--- src/rtl/cpu_core_pkg.sv ---
// Shared definitions for the parametrised load/store core: opcodes, FSM states,
// instruction field layout and a decode helper.
package cpu_core_pkg;

  typedef enum logic [3:0] {
    OP_LOAD  = 4'd0,
    OP_STORE = 4'd1,
    OP_SET   = 4'd2,
    OP_LT    = 4'd3,
    OP_EQ    = 4'd4,
    OP_BEQ   = 4'd5,
    OP_BNEQ  = 4'd6,
    OP_ADD   = 4'd7,
    OP_SUB   = 4'd8,
    OP_SHL   = 4'd9,
    OP_SHR   = 4'd10,
    OP_AND   = 4'd11,
    OP_OR    = 4'd12,
    OP_INV   = 4'd13,
    OP_XOR   = 4'd14,
    OP_HALT  = 4'd15
  } opcode_e;

  typedef enum logic [1:0] {
    ST_FETCH,
    ST_EXEC,
    ST_MEM,
    ST_HALT
  } state_e;

  localparam int unsigned INSTR_W  = 16;
  localparam int unsigned FIELD_W  = 4;
  localparam int unsigned OP_LSB   = 12;
  localparam int unsigned DEST_LSB = 8;
  localparam int unsigned A1_LSB   = 4;
  localparam int unsigned A2_LSB   = 0;

  typedef struct packed {
    opcode_e    op;
    logic [3:0] dest;
    logic [3:0] a1;
    logic [3:0] a2;
  } instr_t;

  function automatic instr_t decode(input logic [INSTR_W-1:0] raw);
    instr_t d;
    d.op   = opcode_e'(raw[OP_LSB +: FIELD_W]);
    d.dest = raw[DEST_LSB +: FIELD_W];
    d.a1   = raw[A1_LSB +: FIELD_W];
    d.a2   = raw[A2_LSB +: FIELD_W];
    return d;
  endfunction

endpackage

--- src/rtl/cpu_core_alu.sv ---
// Combinational ALU for the core: compare, arithmetic, shift and bitwise ops.
module cpu_core_alu
  import cpu_core_pkg::*;
#(
  parameter int unsigned DATA_W = 8
) (
  input  opcode_e           i_op,
  input  logic [DATA_W-1:0] i_ra,
  input  logic [DATA_W-1:0] i_rb,
  output logic [DATA_W-1:0] o_result
);

  localparam logic [DATA_W-1:0] SH_LIMIT = DATA_W'(DATA_W);

  logic w_sh_oob;

  // Select the result for the current opcode; non-ALU opcodes yield zero
  always_comb begin
    o_result = '0;
    w_sh_oob = (i_rb >= SH_LIMIT);
    case (i_op)
      OP_LT:   o_result = DATA_W'(i_ra < i_rb);
      OP_EQ:   o_result = DATA_W'(i_ra == i_rb);
      OP_ADD:  o_result = i_ra + i_rb;
      OP_SUB:  o_result = i_ra - i_rb;
      OP_SHL:  o_result = w_sh_oob ? '0 : (i_ra << i_rb);
      OP_SHR:  o_result = w_sh_oob ? '0 : (i_ra >> i_rb);
      OP_AND:  o_result = i_ra & i_rb;
      OP_OR:   o_result = i_ra | i_rb;
      OP_INV:  o_result = ~i_ra;
      OP_XOR:  o_result = i_ra ^ i_rb;
      default: o_result = '0;
    endcase
  end

endmodule

--- src/rtl/cpu_core_param.sv ---
// Multi-cycle 16-register load/store core. r0 is the PC; instructions come
// from a synchronous ROM, data goes through a req/ack bus with wait states.
module cpu_core_param
  import cpu_core_pkg::*;
#(
  parameter int unsigned DATA_W = 8,
  parameter int unsigned PC_W   = 8,
  parameter int unsigned ADDR_W = 8
) (
  input  logic              clk,
  input  logic              rst,
  output logic [PC_W-1:0]   imem_addr,
  input  logic [15:0]       imem_data,
  output logic              dmem_req,
  output logic              dmem_we,
  output logic [ADDR_W-1:0] dmem_addr,
  output logic [DATA_W-1:0] dmem_wdata,
  input  logic [DATA_W-1:0] dmem_rdata,
  input  logic              dmem_ack,
  output logic              halted
);

  localparam logic [DATA_W-1:0] ONE = DATA_W'(1);
  localparam logic [DATA_W-1:0] TWO = DATA_W'(2);

  state_e            r_state;
  state_e            w_next;
  logic [DATA_W-1:0] r_regs [16];
  logic              r_we;
  logic [ADDR_W-1:0] r_addr;
  logic [DATA_W-1:0] r_wdata;
  logic [3:0]        r_ld_dest;

  instr_t            w_ins;
  logic [DATA_W-1:0] w_pc;
  logic [DATA_W-1:0] w_ra;
  logic [DATA_W-1:0] w_rb;
  logic [DATA_W-1:0] w_rd;
  logic [DATA_W-1:0] w_k;
  logic [DATA_W-1:0] w_alu;
  logic [DATA_W-1:0] w_result;
  logic              w_writes;
  logic              w_taken;

  assign w_ins     = decode(imem_data);
  assign w_pc      = r_regs[0];
  assign w_ra      = r_regs[w_ins.a1];
  assign w_rb      = r_regs[w_ins.a2];
  assign w_rd      = r_regs[w_ins.dest];
  assign w_k       = DATA_W'({w_ins.a1, w_ins.a2});
  assign imem_addr = PC_W'(w_pc);

  assign dmem_we    = r_we;
  assign dmem_addr  = r_addr;
  assign dmem_wdata = r_wdata;

  cpu_core_alu #(
    .DATA_W(DATA_W)
  ) u_alu (
    .i_op    (w_ins.op),
    .i_ra    (w_ra),
    .i_rb    (w_rb),
    .o_result(w_alu)
  );

  // Classify the decoded instruction: result value, writeback and branch taken
  always_comb begin
    w_writes = 1'b0;
    w_taken  = 1'b0;
    w_result = w_alu;
    case (w_ins.op)
      OP_SET: begin
        w_writes = 1'b1;
        w_result = w_k;
      end
      OP_LT, OP_EQ, OP_ADD, OP_SUB, OP_SHL, OP_SHR,
      OP_AND, OP_OR, OP_INV, OP_XOR: w_writes = 1'b1;
      OP_BEQ:  w_taken = (w_rd == w_k);
      OP_BNEQ: w_taken = (w_rd != w_k);
      default: ;
    endcase
  end

  // State register
  always_ff @(posedge clk or negedge rst) begin
    if (!rst) r_state <= ST_FETCH;
    else      r_state <= w_next;
  end

  // Next-state logic
  always_comb begin
    w_next = r_state;
    case (r_state)
      ST_FETCH: w_next = ST_EXEC;
      ST_EXEC: begin
        case (w_ins.op)
          OP_HALT:           w_next = ST_HALT;
          OP_LOAD, OP_STORE: w_next = ST_MEM;
          default:           w_next = ST_FETCH;
        endcase
      end
      ST_MEM:   if (dmem_ack) w_next = ST_FETCH;
      ST_HALT:  w_next = ST_HALT;
      default:  w_next = ST_FETCH;
    endcase
  end

  // State-decoded outputs; req follows the state so reset drops it at once
  always_comb begin
    dmem_req = (r_state == ST_MEM);
    halted   = (r_state == ST_HALT);
  end

  // Register file, PC and bus request registers
  always_ff @(posedge clk or negedge rst) begin
    if (!rst) begin
      r_regs    <= '{default: '0};
      r_we      <= 1'b0;
      r_addr    <= '0;
      r_wdata   <= '0;
      r_ld_dest <= '0;
    end else begin
      case (r_state)
        ST_EXEC: begin
          case (w_ins.op)
            OP_LOAD, OP_STORE: begin
              r_we      <= (w_ins.op == OP_STORE);
              r_addr    <= ADDR_W'(w_ra + DATA_W'(w_ins.a2));
              r_wdata   <= w_rd;
              r_ld_dest <= w_ins.dest;
            end
            OP_HALT: ;
            default: begin
              // The dest write is issued after the PC update so that a
              // result aimed at r0 overrides the increment (jump).
              r_regs[0] <= w_pc + (w_taken ? TWO : ONE);
              if (w_writes) r_regs[w_ins.dest] <= w_result;
            end
          endcase
        end
        ST_MEM: begin
          if (dmem_ack) begin
            r_regs[0] <= w_pc + ONE;
            if (!r_we) r_regs[r_ld_dest] <= dmem_rdata;
          end
        end
        default: ;
      endcase
    end
  end

endmodule

--- config.mk ---
export PLATFORM = sky130hd
export DESIGN_NAME = cpu_core_param
export DESIGN_NICKNAME = d
export VERILOG_FILES = /design/src/rtl/cpu_core_pkg.sv /design/src/rtl/cpu_core_alu.sv /design/src/rtl/cpu_core_param.sv
export SDC_FILE = /design/constraint.sdc
export NUM_CORES = 1
export LEC_CHECK = 0
export CORE_MARGIN = 3
export CORE_UTILIZATION = 68
export CTS_CLUSTER_DIAMETER = 60
export CTS_CLUSTER_SIZE = 16
export DETAILED_ROUTE_END_ITERATION = 8
export GPL_TIMING_DRIVEN = 0
export HOLD_SLACK_MARGIN = 0.15
export PLACE_DENSITY = 0.95
export SYNTH_ARGS = -nofsm -noshare
export SYNTH_HDL_FRONTEND = slang
export SYNTH_SLANG_ARGS = --single-unit
--- constraint.sdc ---
create_clock -name clk -period 10.1 [get_ports clk]
set_input_delay 2.02 -clock clk [delete_from_list [all_inputs] [get_ports clk]]
set_output_delay 2.02 -clock clk [all_outputs]
set_load 0.1 [all_outputs]
# After elaboration in Yosys (flattened, before gate mapping)
# Index checks and enable logic that the tools add are counted.
# W data, S select, Z words.
[totals]
register_bits = 151
out_inout_bits = 27
word_cells = 110
[classes]
addsub = 5
magnitude_cmp = 8
n_eq_ne = 25
n_shift = 2
mux = 30
bitwise = 8
reduce_logical = 11
[ops]
columns = ["cell", "n"]
rows = [
  ["$mux W128", 4],
  ["$bwmux W128", 2],
  ["$pmux W128 S2", 1],
  ["$bmux W8 S4", 3],
  ["$mux W8", 11],
  ["$pmux W8 S10", 1],
  ["$demux W8 S4", 2],
  ["$eq A4 B4 Y1 const B", 8],
  ["$ge A5 B5 Y1 const B", 4],
  ["$not A4 Y5", 4],
  ["$eq A4 B3 Y1 const B", 4],
  ["$eq A8 B8 Y1", 2],
  ["$reduce_or A11 Y1", 1],
  ["$lt A5 B1 Y1 const B", 2],
  ["$add A8 B1 Y8 const B", 1],
  ["$add A8 B2 Y8", 1],
  ["$add A8 B4 Y8", 1],
  ["$add A8 B8 Y8", 1],
  ["$and A8 B8 Y8", 1],
  ["$eq A4 B2 Y1 const B", 2],
  ["$ge A8 B4 Y1 const B", 1],
  ["$lt A8 B8 Y1", 1],
  ["$ne A8 B8 Y1", 1],
  ["$not A8 Y8", 1],
  ["other kinds (24)", 29],
]

# Logic depth before layout (Yosys ltp)
[logic_depth]
word_depth = 12
mapped_depth = 18
ltp_nobuf = 16

# Hierarchy
# From an unflattened synthesis, not the netlist that was laid out.
[hier_totals]
cells_unflattened = 1191
area_unflattened_um2 = 12831.1
[by_module_without_submodules]
columns = ["mod", "n_inst", "cells_each", "area_per_inst_um2", "seq_area_each_um2"]
rows = [
  ["cpu_core_param", 1, 945, 11056.9, 3778.6],
  ["cpu_core_alu", 1, 246, 1774.2, 0.0],
]

# Worst setup path before layout
# No wires, ideal clock.
[synth_path]
path_type = "input port to flip-flop"
startpoint = "input port imem_data[4]"
endpoint = "register r_regs[116] in the netlist's numbering"
t_arrival_ns = 5.698
slack_ns = 4.272
path_stages = 14
n_path_buf = 3
cell_sequence = "buf_6 buf_2 mux4_2 a221oi_4 inv_1 ha_1 fa_1 a21oi_1 o21ai_0 a221o_1 a221o_1 a211oi_2 buf_2 o22ai_1"
[synth_via]
elab_chain_cells = 12
[synth_lines]
columns = ["element", "line", "text"]
rows = [
  ["from (decl)", "cpu_core_param.sv:13", "input logic [15:0] imem_data,"],
  ["parallel branches: the longest is 7 deep, another holds $sub A8 B8 Y8", "n/a", ""],
  ["$mux W8 *", "cpu_core_param.sv:71", "case (w_ins.op)"],
  ["$bwmux W128 *", "cpu_core_param.sv:137", "if (w_writes) r_regs[w_ins.dest] <= w_result;"],
  ["$mux W128 *", "cpu_core_param.sv:137", ""],
  ["$mux W128 *", "cpu_core_param.sv:125", "case (w_ins.op)"],
  ["$pmux W128 S2 *", "cpu_core_param.sv:123", "case (r_state)"],
  ["to (signal, indexed assignment)", "cpu_core_param.sv:137", ""],
  ["to (signal, indexed assignment)", "cpu_core_param.sv:144", "if (!r_we) r_regs[r_ld_dest] <= dmem_rdata;"],
  ["to (decl)", "cpu_core_param.sv:28", "logic [DATA_W-1:0] r_regs [16];"],
]
# Every way passes the cells marked *. The select of a mux whose other input is x is not followed.
# A chain may end at the register's enable or synchronous reset.

# Worst setup path after layout
[layout_path]
startpoint = "input port imem_data[1]"
endpoint = "register r_regs[92] in the netlist's numbering"
[layout_via]
elab_chain_cells = 12
[layout_lines]
columns = ["element", "line", "text"]
rows = [
  ["$not A4 Y5 (not written as such) *", "cpu_core_param.sv:48", "assign w_rb = r_regs[w_ins.a2];"],
  ["$bmux W8 S4 *", "cpu_core_param.sv:48", ""],
  ["$mux W8 (not written as such) * (2 in a row)", "cpu_core_param.sv:48", ""],
  ["$ge A8 B4 Y1 (tied with other cells)", "cpu_core_alu.sv:20", "w_sh_oob = (i_rb >= SH_LIMIT);"],
  ["$mux W8 (on tied branches)", "cpu_core_alu.sv:27, cpu_core_alu.sv:26", ""],
  ["$pmux W8 S10 *", "cpu_core_alu.sv:21", "case (i_op)"],
  ["$mux W8 *", "cpu_core_param.sv:71", ""],
  ["$bwmux W128 *", "cpu_core_param.sv:137", ""],
  ["$mux W128 *", "cpu_core_param.sv:137", ""],
  ["$mux W128 *", "cpu_core_param.sv:125", ""],
  ["$pmux W128 S2 *", "cpu_core_param.sv:123", ""],
]
# Every way passes the cells marked *; elsewhere a longest branch is shown, timed or not. The select of a mux whose other input is x is not followed.

==> results.tsv <==
stage	metric	value	unit
power_and_ir_drop	total_power	4.595	mW
place	dp_cells	1646	
critical_path	crit_path_max_fanout	10	
yosys	syn_area_per_cell	9.337	um^2
routing	dr.pass1.iters	9	
routing	routed_wl	50320	um
cts	worstSkewPairLatency	0.46	ns
place	io_buffers	42	
cts	cts_resized	0	
critical_path	critPathBufInv	7	
critical_path	critical_path_arrival	7.98	ns
timing	finClkSkew	0.01222	ns
cts	cts_tree	done	
layout	fin_nets	1499	
power_and_ir_drop	p_leak	5.525	nW
timing	max-slew-margin-rel	28.25	%
routing	drc	18	
critical_path	cpMostUsedCell	buf_2	
die	ios	54	
timing	drv_slew	0	
job	cap_violations	0	
place	gp_congestion	1.078	
cts	clock-sinks	151	
die	fp.dieArea	20550	um^2
routing	ant_nets	0	
global_route	grt_start_max_net_pins	96	
yosys	syn_inst	1374	
cts	htreeDepth	4	
status	violations	design-rule violations	
timing	worst_pin_slew	1.076	ns
power_and_ir_drop	power.density	324.2	nW/um^2
die	die_w	143.4	um
timing	fmax	130.3	MHz
cts	hold_buffers	0	
yosys	syn_nets	1437	
critical_path	critPathRequiredTime	10.41	ns
critical_path	cp-start-kind	input port	
layout	area_growth	10.48	%
layout	antenna_cells	0	
timing	finalCriticalPeriod	7.672	ns
global_route	track_usage	49.44	%
place	dpl.hpwl	37310	um
layout	drive_gt1_share	14.22	%
cts	clockRootBuffer	clkbuf_16	
routing	vias_per_cell	7.970	
timing	min_period_over_period	75.96	%
yosys	synthFlopType	dfrtp_1	
hold_path	min_path_type	reg -> reg	
global_route	grt_pass1_wl	75600	um
die	start_util	70.22	%
cts	clockBufferDepth	2	
critical_path	path_cells	clkdlybuf4s50_1 > clkbuf_1 > buf_2 > buf_2 > mux4_2 > a22oi_1 > nand2_1 > clkinv_1 > ha_1 > clkbuf_1 > a21oi_1 > o21ai_0 > a221o_1 > a221o_1 > a211oi_2 > buf_2 > o22ai_1	
timing	whs	0.4789	ns
cts	post-cts-setup-buffer-count	0	
critical_path	worstSetupPathType	in -> reg	
routing	vias	13370	
timing	hold_violations	0	
global_route	first_global_vias	12950	
critical_path	crit_slowest_cell	a211oi_2	
die	core_area	18270	um^2
critical_path	critPathCaptureType	register	
yosys	synth_edf_count	0	
routing	wl_per_cell	29.99	um
cts	cts_made_buffers	17	
die	die_h	143.4	um
yosys	synthArstFlopShare	100.0	%
yosys	yosysSeqAreaShare	29.45	%
layout	fin_util	77.58	%
status	status	complete, but fails checks	
layout	fin_cells	1678	
yosys	syn_area	12830	um^2
cts	path_clk_slew	0.07	ns
yosys	ys.warnings.count	0	
routing	drtIter0Drc	2144	
yosys	ys_ff_latch	151	
yosys	ys_types	71	
power_and_ir_drop	vdd_drop_max	0.0002241	V
layout	fill_cells	1209	
critical_path	critPathMaxStageDelay	0.78	ns
critical_path	cp_top_family	buffers and inverters	
die	rows	49	
timing	setup_viol_count_final	0	
global_route	grt_remaining_overflow	0	
timing	rsz0062_at_grt	no	
global_route	antenna_found_initial	1	
timing	fin_tns_setup	0	ns
## metal layers
metal / routed length [um] / part of all wire, % / track usage [%] / vias up
li1: - / - / - / 5355
met1: 16030 / 32 / 59.70 / 6121
met2: 21100 / 42 / 71.86 / 1438
met3: 7897 / 16 / 17.90 / 457
met4: 5279 / 10 / 38.95 / 2
met5: 10 / 0.020 / 0 / -
## cell type report
type,count,area (um^2),share of cell area [%]
Sequential cell,151,3779,26.66
Tap cell,229,286.5,2.022
Buffer,117,556.8,3.928
Inverter,31,116.4,0.8210
Clock buffer,18,439.2,3.099
Timing Repair Buffer,43,449.2,3.169
Multi-Input combinational cell,1075,8377,59.10
Clock inverter,14,170.2,1.201
## final timing paths
path                                   start      endpoint  slack [ns]  cells past startpoint
worst max-delay path            imem_data[1]    r_regs[92]        2.43                     17
worst min-delay path            dmem_addr[7]  dmem_addr[7]        0.48                      2
min in group asynchronous                rst  imem_addr[5]        1.53                      1
worst min register to register  dmem_addr[7]  dmem_addr[7]        0.48                      2
max in group asynchronous                rst  r_ld_dest[0]        7.65                      2
worst max register to register    r_regs[73]    r_regs[92]        4.44                     12
## metrics by stage
step,instance area (um^2),setup slack (ns)
final,14170,2.428
after global routing,14170,2.326
after CTS,14170,2.754
after detailed placement,13560,2.349
after global placement,13540,0.9181
after floorplan,12830,4.272
## Yosys cell counts, drive strengths merged, types with 2 or more instances
master	instances	area, um^2
nand2	198	743.2
dfrtp	151	3779
nor2	138	538.0
mux4	97	2185
o22ai	85	531.8
o21a	80	600.6
clkbuf	65	244.0
buf	52	312.8
o21ai	50	250.2
o221ai	42	367.9
nand3	38	190.2
ha	32	400.4
a221oi	31	389.1
a21oi	30	150.1
inv	30	112.6
mux2i	26	260.3
and2	22	137.6
nor2b	22	137.6
nor3	19	106.4
a22o	15	131.4
xnor2	15	131.4
a22oi	14	105.1
and3	11	68.82
nand4	11	68.82
and4	8	70.07
nand2b	8	50.05
or2	7	43.80
a211o	6	52.55
a211oi	6	80.07
xor2	6	52.55
a21o	5	37.54
a31oi	5	31.28
nor4	5	31.28
fa	4	80.08
mux2	4	48.79
o21bai	4	30.03
o32ai	4	35.03
a221o	3	30.03
a222oi	3	30.03
o211ai	3	22.52
a2111oi	2	17.52
nand3b	2	15.01
o31ai	2	15.01
## worst register-to-register path, delay by kind of cell (launching register included)
family,cells,cell delay [ns]
AO/OA/AOI/OAI,8,3.12
adder cells (fa/ha/maj),1,0.54
buffers and inverters,2,0.82
flip-flops,1,0.49
multiplexers,1,0.53
## sequential cells by signal (all words and copies together) (netlist names)
name and flops:
dmem_we 1, r_regs 120, dmem_wdata 8, r_ld_dest 4
dmem_addr 8, r_state 2, imem_addr 8
## placed cells by master (no fill, tap or decap), types with 17 or more instances in the layout
cell type	synthesis	final
ha_1	32	32
dfrtp_1	151	151
inv_1	29	29
o22ai_1	85	85
mux4_2	97	97
o21ai_0	49	49
a21oi_1	30	30
o21a_1	80	80
nand2_1	198	198
nor2b_1	22	22
o221ai_1	42	42
buf_1	17	17
and2_1	22	22
nor3_1	18	18
clkdlybuf4s50_1	0	41
nand3_1	38	38
mux2i_1	26	26
clkbuf_16	0	17
clkbuf_1	65	65
nor2_1	134	134
## kinds of logic after synthesis
group	share of synthesized area (%)
flops	29.45
fa+ha+maj	3.745
buf+inv	5.247
xor+xnor	1.434
simple gates	17.40
mux	19.44
compound gates	23.28
## where the power goes
part	total [mW]	switching (mW)	internal (mW)	leakage, nW
sequential	1.22	0.369	0.848	1.90
combinational	2.71	1.73	0.972	3.33
clock	0.673	0.330	0.343	0.300
total	4.59	2.43	2.16	5.53
Power figures use the tool's default switching activity.
